==> src/rtl/cpu_sequencer.sv <==
// cpu_sequencer: multi-cycle fetch/decode/execute controller for the accumulator machine.
// Owns PC, IR and AC. Drives the shared main memory (1-cycle read latency) and the
// combinational ALU.
// Build macro CPU_SEQ_DIVZERO_TRAP_EN: when defined, a divide by zero leaves AC untouched
// and halts the machine. When undefined, AC is forced to 16'hFFFF and execution continues.
// The sticky fault flag is set in both builds.
module cpu_sequencer #(
  parameter int unsigned       ADDR_W   = 14,
  parameter logic [ADDR_W-1:0] RESET_PC = '0
) (
  input  logic              clk,
  input  logic              reset_n,
  input  logic              run,
  output logic [15:0]       mem_addr,
  output logic [15:0]       mem_wdata,
  output logic              mem_we,
  input  logic [15:0]       mem_rdata,
  output logic [3:0]        alu_opcode,
  output logic [15:0]       alu_a,
  output logic [15:0]       alu_b,
  input  logic [15:0]       alu_result,
  output logic              halted,
  output logic              fault,
  output logic [ADDR_W-1:0] pc_out,
  output logic [15:0]       ac_out
);

  typedef enum logic [2:0] {
    StIdle,
    StFetch,
    StLatch,
    StDecode,
    StOperand,
    StHalted
  } state_e;

  // Non-ALU instruction opcodes, IR[14:12] when IR[15] = 0
  localparam logic [2:0] OpHalt  = 3'b000;
  localparam logic [2:0] OpLoad  = 3'b001;
  localparam logic [2:0] OpStore = 3'b010;
  localparam logic [2:0] OpJmp   = 3'b011;
  localparam logic [2:0] OpJz    = 3'b100;
  localparam logic [2:0] OpLoadi = 3'b101;

  localparam logic [3:0] AluDiv  = 4'b0011;

  state_e            state_q;
  logic [ADDR_W-1:0] pc_q;
  logic [15:0]       ir_q;
  logic [15:0]       ac_q;
  logic              fault_q;

  logic              is_alu;
  logic [2:0]        op;
  logic [ADDR_W-1:0] alu_addr;
  logic [ADDR_W-1:0] op_addr;
  logic              div_zero;

  assign is_alu   = ir_q[15];
  assign op       = ir_q[14:12];
  // ALU ops carry an 11-bit address, all others a 12-bit one; both zero-extend
  assign alu_addr = ADDR_W'(ir_q[10:0]);
  assign op_addr  = ADDR_W'(ir_q[11:0]);
  // Only meaningful in OPERAND, where mem_rdata holds the operand word
  assign div_zero = is_alu && (ir_q[14:11] == AluDiv) && (mem_rdata == 16'h0000);

  // Sequencer FSM together with the architectural registers it owns
  always_ff @(posedge clk or negedge reset_n) begin
    if (!reset_n) begin
      state_q <= StIdle;
      pc_q    <= RESET_PC;
      ir_q    <= 16'h0000;
      ac_q    <= 16'h0000;
      fault_q <= 1'b0;
    end else begin
      unique case (state_q)
        StIdle: begin
          if (run) state_q <= StFetch;
        end

        StFetch: begin
          state_q <= StLatch;
        end

        // Read data for the FETCH address is valid now
        StLatch: begin
          ir_q    <= mem_rdata;
          pc_q    <= pc_q + ADDR_W'(1);
          state_q <= StDecode;
        end

        StDecode: begin
          state_q <= StFetch;
          if (is_alu) begin
            state_q <= StOperand;
          end else begin
            case (op)
              OpHalt:  state_q <= StHalted;
              OpLoad:  state_q <= StOperand;
              OpJmp:   pc_q <= op_addr;
              OpJz: begin
                if (ac_q == 16'h0000) pc_q <= op_addr;
              end
              OpLoadi: ac_q <= 16'(ir_q[11:0]);
              // STORE only drives the bus this cycle; NOP does nothing
              default: ;
            endcase
          end
        end

        // Operand word requested in DECODE is on mem_rdata now
        StOperand: begin
          state_q <= StFetch;
          if (!is_alu) begin
            ac_q <= mem_rdata;
          end else if (div_zero) begin
            fault_q <= 1'b1;
`ifdef CPU_SEQ_DIVZERO_TRAP_EN
            state_q <= StHalted;
`else
            ac_q    <= 16'hFFFF;
`endif
          end else begin
            ac_q <= alu_result;
          end
        end

        // Only reset leaves HALTED
        StHalted: begin
          state_q <= StHalted;
        end

        default: begin
          state_q <= StIdle;
        end
      endcase
    end
  end

  // Moore bus decode; reset forces IDLE so every strobe drops immediately
  always_comb begin
    mem_addr   = 16'h0000;
    mem_wdata  = 16'h0000;
    mem_we     = 1'b0;
    alu_opcode = 4'b0000;
    unique case (state_q)
      StFetch: begin
        mem_addr = 16'(pc_q);
      end
      StDecode: begin
        if (is_alu) begin
          mem_addr = 16'(alu_addr);
        end else if (op == OpLoad) begin
          mem_addr = 16'(op_addr);
        end else if (op == OpStore) begin
          mem_addr  = 16'(op_addr);
          mem_wdata = ac_q;
          mem_we    = 1'b1;
        end
      end
      StOperand: begin
        alu_opcode = ir_q[14:11];
      end
      default: ;
    endcase
  end

  assign alu_a  = ac_q;
  // Operand goes straight from memory to the ALU; the only input-to-output path
  assign alu_b  = mem_rdata;
  assign halted = (state_q == StHalted);
  assign fault  = fault_q;
  assign pc_out = pc_q;
  assign ac_out = ac_q;

endmodule

==> config.mk <==
export PLATFORM = sky130hd
export DESIGN_NAME = cpu_sequencer
export DESIGN_NICKNAME = d
export VERILOG_FILES = /design/src/rtl/cpu_sequencer.sv
export SDC_FILE = /design/constraint.sdc
export NUM_CORES = 1
export LEC_CHECK = 0
export ABC_AREA = 1
export ABC_CLOCK_PERIOD_IN_PS = 1900
export CAP_MARGIN = 20
export CELL_PAD_IN_SITES_DETAIL_PLACEMENT = 1
export CELL_PAD_IN_SITES_GLOBAL_PLACEMENT = 2
export CORE_UTILIZATION = 23
export CTS_CLUSTER_DIAMETER = 100
export DETAILED_ROUTE_END_ITERATION = 6
export HOLD_SLACK_MARGIN = 0.03
export MAX_ROUTING_LAYER = met4
export PLACE_DENSITY_LB_ADDON = 0.1
export SLEW_MARGIN = 20
export SYNTH_ARGS = -nofsm -noshare
export SYNTH_HDL_FRONTEND = slang
export SYNTH_SLANG_ARGS = --single-unit
==> constraint.sdc <==
create_clock -name clk -period 1.9 [get_ports clk]
set_input_delay 0.38 -clock clk [delete_from_list [all_inputs] [get_ports clk]]
set_output_delay 0.38 -clock clk [all_outputs]
set_load 0.01 [all_outputs]
; ---- Yosys cells after proc, flatten, opt, wreduce, memory -nomap -nowiden
; Cells that the tools add are included.
[totals]
reg_bits = 50
input_bits = 35
output_inout_bits = 101
word_cells = 59
[op_classes]
n_addsub = 1
eq_ne = 16
n_mux = 26
reduce_logical = 11
[ops]
columns = op, count
row1 = $mux 16, 8
row2 = $pmux 14 s2, 3
row3 = $mux 12, 3
row4 = $logic_not 16->1, 2
row5 = $pmux 16 s2, 1
row6 = $mux 14, 2
row7 = $pmux 3 s6, 1
row8 = $add 14x1->14 const B, 1
row9 = $eq 3x2->1 const B, 4
row10 = $eq 3x3->1 const B, 4
row11 = $eq 3x1->1 const B, 2
row12 = $logic_not 3->1, 2
row13 = $mux 3, 2
row14 = $pmux 3 s2, 1
row15 = $reduce_and 3->1, 2
row16 = $eq 4x2->1 const B, 1
row17 = $mux 1, 4
row18 = $mux 4, 1
row19 = $ne 2x2->1 const B, 2
row20 = $reduce_and 4->1, 1
row21 = $reduce_bool 2->1, 2
row22 = $ne 3x1->1 const B, 1
row23 = $ne 3x3->1 const B, 1
row24 = $logic_and 1x1->1, 2
row25 = $ne 2x1->1 const B, 1

; ---- Depth between registers and ports, before layout
; Gate-level depths: netlist of the first run.
[logic_depth]
ltp_word = 6
ltp_mapped = 10
mapped_depth_nobuf = 9

; ---- Worst setup path after synthesis of the first run
; Ideal clock, no wire load.
[synth_path]
path_type = flip-flop to output port
start = reg state_q[2]
end = out mem_wdata[10]
arrival_time_ns = 1.410
t_required_ns = 1.520
path_slack_ns = 0.110
stages_incl_launch_ff = 8
path_buffers = 2
path_cell_list = dfrtp_1 -> buf_6 -> nor2_4 -> nand2_4 -> nor2_1 -> inv_1 -> buf_2 -> nor2_1
[synth_via]
elab_chain_len = 2
[synth_rtl]
columns = element, line_no
row1 = from (decl), 47  ; state_e state_q;
row2 = from (signal assigned), 70  ; state_q <= StIdle;
row3 = from (signal assigned), 78  ; if (run) state_q <= StFetch;
row4 = from (signal assigned), 82  ; state_q <= StLatch;
row5 = $eq 3x2->1, 146  ; unique case (state_q)
row6 = $mux 16, 146
row7 = to (decl), 15  ; output logic [15:0] mem_wdata,
; No other way between the ends.

; ---- Worst setup path after layout of the first run
[layout_path]
start = reg state_q[2]
end = out mem_wdata[9]
; The elaborated chain is that of the path after synthesis.

==> results.toml, run 1 <==
[route]
wl_met3_um = 561
top_layer_used = "met4"
wl_met2_mm = 7.83
wl_mm = 15.2
wl_per_cell_um = 16.2
drt.antenna.violating_nets = 0
drt-met1-wl_mm = 6.66
via_per_inst = 4.41
drtIter0Drc = 153
drc = 0
vias = 4145
firstDrtPassIters = 4

[timing]
finalSetupViolCount = 22
post-route-min-period_ns = 2.01
clock_skew_ns = 0.0125
rsz0062_at_grt = "true"
fin_ws_ns = -0.114
tns_ns = -1.51
fmax_ghz = 0.497
fin_hold_ws_ns = 0.0544
hold_violations = 0
maxSlewViolCount = 0
post-route-period-util = 1.06

[worst_setup_path]
cp_max_fo = 7
slowest_stage = "dfrtp_1"
r2r-end = "ac_out[11]"
crit_path_cell_trace = "nor2_4, buf_6, nand2_4, nor2_4, inv_4, buf_16, nor2_1, buf_2"
crit_end = "mem_wdata[9]"
critical_path.max_stage_delay_ns = 0.41
cp_data_required_time_ns = 1.52
r2r_setup_slack_ns = 0.07
critical-path-top-delay-family = "buffers and inverters"
end_kind = "output pin"
critPathMostFrequentCell = "nor2_4"
reg2reg_depth = 10
path_class = "reg2out"
critPathLaunchType = "register"
crit_cells = 8
rr_startpoint = "state_q[0]"
startpoint = "state_q[2]"
critPathBufInv = 4
worstPathArrival_ns = 1.63

[synth]
synth_fa_ha_area_frac = 0.00344
synth_top_family_by_area = "simple AND/OR/NAND/NOR gates"
synth-simple-area-share = 0.332
synth-compound-area-share = 0.137
synth_xor_area_frac = 0.00241
netlist-cell-type-count = 31
muxShareOfSynthArea = 0
ys_seq_area_frac = 0.344
netlist_area_sq_um = 3630
syn_area_per_cell_sq_um = 6.58
synth_seq_cells = 50
ys_warn_count = 0
synthCells = 552

[global_route]
grt_pass1_vias = 4245
grt_overflow_total = 0
grt_first_pass_wirelength_mm = 23.3
grtUsageTotal = 0.193
antenna_found_initial = 0
grt_max_degree = 51

[placement]
gp_congestion = 0.815
post-dp-hpwl_mm = 11.1
placed_cells = 895
port_buffers = 133

[power]
leakage_uw = 0.00280
powerDensity_nw_per_um2 = 1520
power_uw = 9300
peakVddDrop_mv = 0.595

[clock_tree]
cts_sinks = 50
clk_pin_slew_ns = 0.07
cts_htree_levels = 2
cts_root_buf = "clkbuf_16"
cts_tree = "yes"
numCtsBuffers = 5
cts_buffer_depth = 2
clkLatencyLatePin_ns = 0.31

[final_layout]
fin_util = 0.400
final_common_cell = "nand2_1"
synthToLayoutAreaGrowth_pct = 68.6
antenna_cells = 0
finalNetCount = 764
drive_gt1_frac = 0.291
layout.cells.non_filler = 940
final_cell_mix = "nand2_1 (122), clkdlybuf4s50_1 (95), nor2_1 (86), buf_4 (62), inv_1 (56)"

[worst_hold_path]
hp-class = "in2async"

[floorplan]
die_w_um = 128
rows = 45
die_area_sq_um = 16300
ios = 136
core_sq_um = 15300
die_h_um = 128
start_util = 0.237

[job]
maxCapViolations = 0

[outcome]
status = "finished with violations"
violations = "negative setup slack"
-- cells in the mapped netlist (all sizes together) --
cell type / number / area share
a21oi: 32 / 0.047
a31oi: 1 / 0.0017
buf: 48 / 0.10
clkbuf: 7 / 0.0072
conb: 1 / 0.0010
dfrtp: 50 / 0.34
ha: 1 / 0.0034
inv: 67 / 0.070
nand2: 135 / 0.15
nand3: 36 / 0.056
nand4: 4 / 0.0069
nor2: 111 / 0.12
nor4: 1 / 0.0017
o21ai: 52 / 0.078
o21bai: 1 / 0.0021
o31ai: 4 / 0.0083
xor2: 1 / 0.0024
-- per-layer routing --
layer  vias to the layer above  global-route usage
li1                       2041                   -
met1                      2004               0.238
met2                        88               0.336
met3                        12              0.0305
met4                         0              0.0374
met5                         -                   -
-- logic make-up (layout without fill, tap and decap cells) --
| logic type | after synthesis | count (layout) |
|---|---|---|
| buffers and inverters | 122 | 297 |
| adders and majority gates | 1 | 1 |
| other | 1 | 2 |
| xor gates and xnor gates | 1 | 1 |
| DFF | 50 | 50 |
| AOI/OAI and AO/OA | 90 | 90 |
| and+or+nand+nor | 287 | 288 |
-- state kept, by name, summed over array words and instances (netlist names) --
register  flops
fault         1
pc_out       14
ir_q         16
state_q       3
ac_out       16
-- where the power goes --
part / switching [uW] / internal (uW)
Sequential: 512 / 1530
Combinational: 3320 / 2980
Clock: 433 / 524
Total: 4260 / 5030
-- what timing repair did --
item | in CTS | in global routing
cloned | 1 | 3
setup buffers | 19 | 18
endpoints found under the hold margin | 0 | 0
pin swaps | 11 | 19
hold buffers | 0 | 0
resized for setup | 216 | 63
endpoints found under the setup margin | 36 | 60
-- how the worst min path moves through the flow --
stage             from   endpoint  slack, ns
5_1_grt        reset_n  pc_out[1]       0.08
3_3_place_gp   reset_n  pc_out[1]       0.41
2_1_floorplan  reset_n  ac_out[0]       0.08
6_report       reset_n  pc_out[1]       0.05
3_5_place_dp   reset_n  pc_out[1]       0.40
4_1_cts        reset_n  pc_out[5]       0.07
-- worst reg2reg max path, cell delays in order (launching register included) --
cell	delay, ns
dfrtp_1	0.39
buf_4	0.15
inv_4	0.06
buf_6	0.11
nand3_4	0.18
buf_6	0.19
buf_12	0.14
o21ai_4	0.10
inv_2	0.12
nor2_1	0.18
a21oi_2	0.08
-- stage by stage --
step                      instance area, sq um  setup slack (ns)
after floorplan                           3640             0.110
after global placement                    5300            -0.190
after detailed placement                  5300            -0.233
after CTS                                 5720            -0.146
after global routing                      6120            -0.204
final                                     6120            -0.114
-- cell type report --
type / instances / area, sq um
multi-input cells: 382 / 2070
repair buffers: 222 / 2110
fillers: 1894 / 9190
well taps: 211 / 264
inverters: 67 / 279
flip-flops and latches: 50 / 1250
clock inverters: 1 / 5.00
clock buffers: 7 / 143
Power figures use the tool's default switching activity.
==> run 2, diff against run 1 <==
--- a/config.mk
+++ b/config.mk
@@ -6,13 +6,13 @@
 export NUM_CORES = 1
 export LEC_CHECK = 0
 export ABC_AREA = 1
-export ABC_CLOCK_PERIOD_IN_PS = 1900
 export CAP_MARGIN = 20
 export CELL_PAD_IN_SITES_DETAIL_PLACEMENT = 1
 export CELL_PAD_IN_SITES_GLOBAL_PLACEMENT = 2
 export CORE_UTILIZATION = 23
 export CTS_CLUSTER_DIAMETER = 100
 export DETAILED_ROUTE_END_ITERATION = 6
+export GPL_ROUTABILITY_DRIVEN = 0
 export HOLD_SLACK_MARGIN = 0.03
 export MAX_ROUTING_LAYER = met4
 export PLACE_DENSITY_LB_ADDON = 0.1
==> results of run 2 <==
No change in the layout: final DEF, timing and power equal those of run 1.
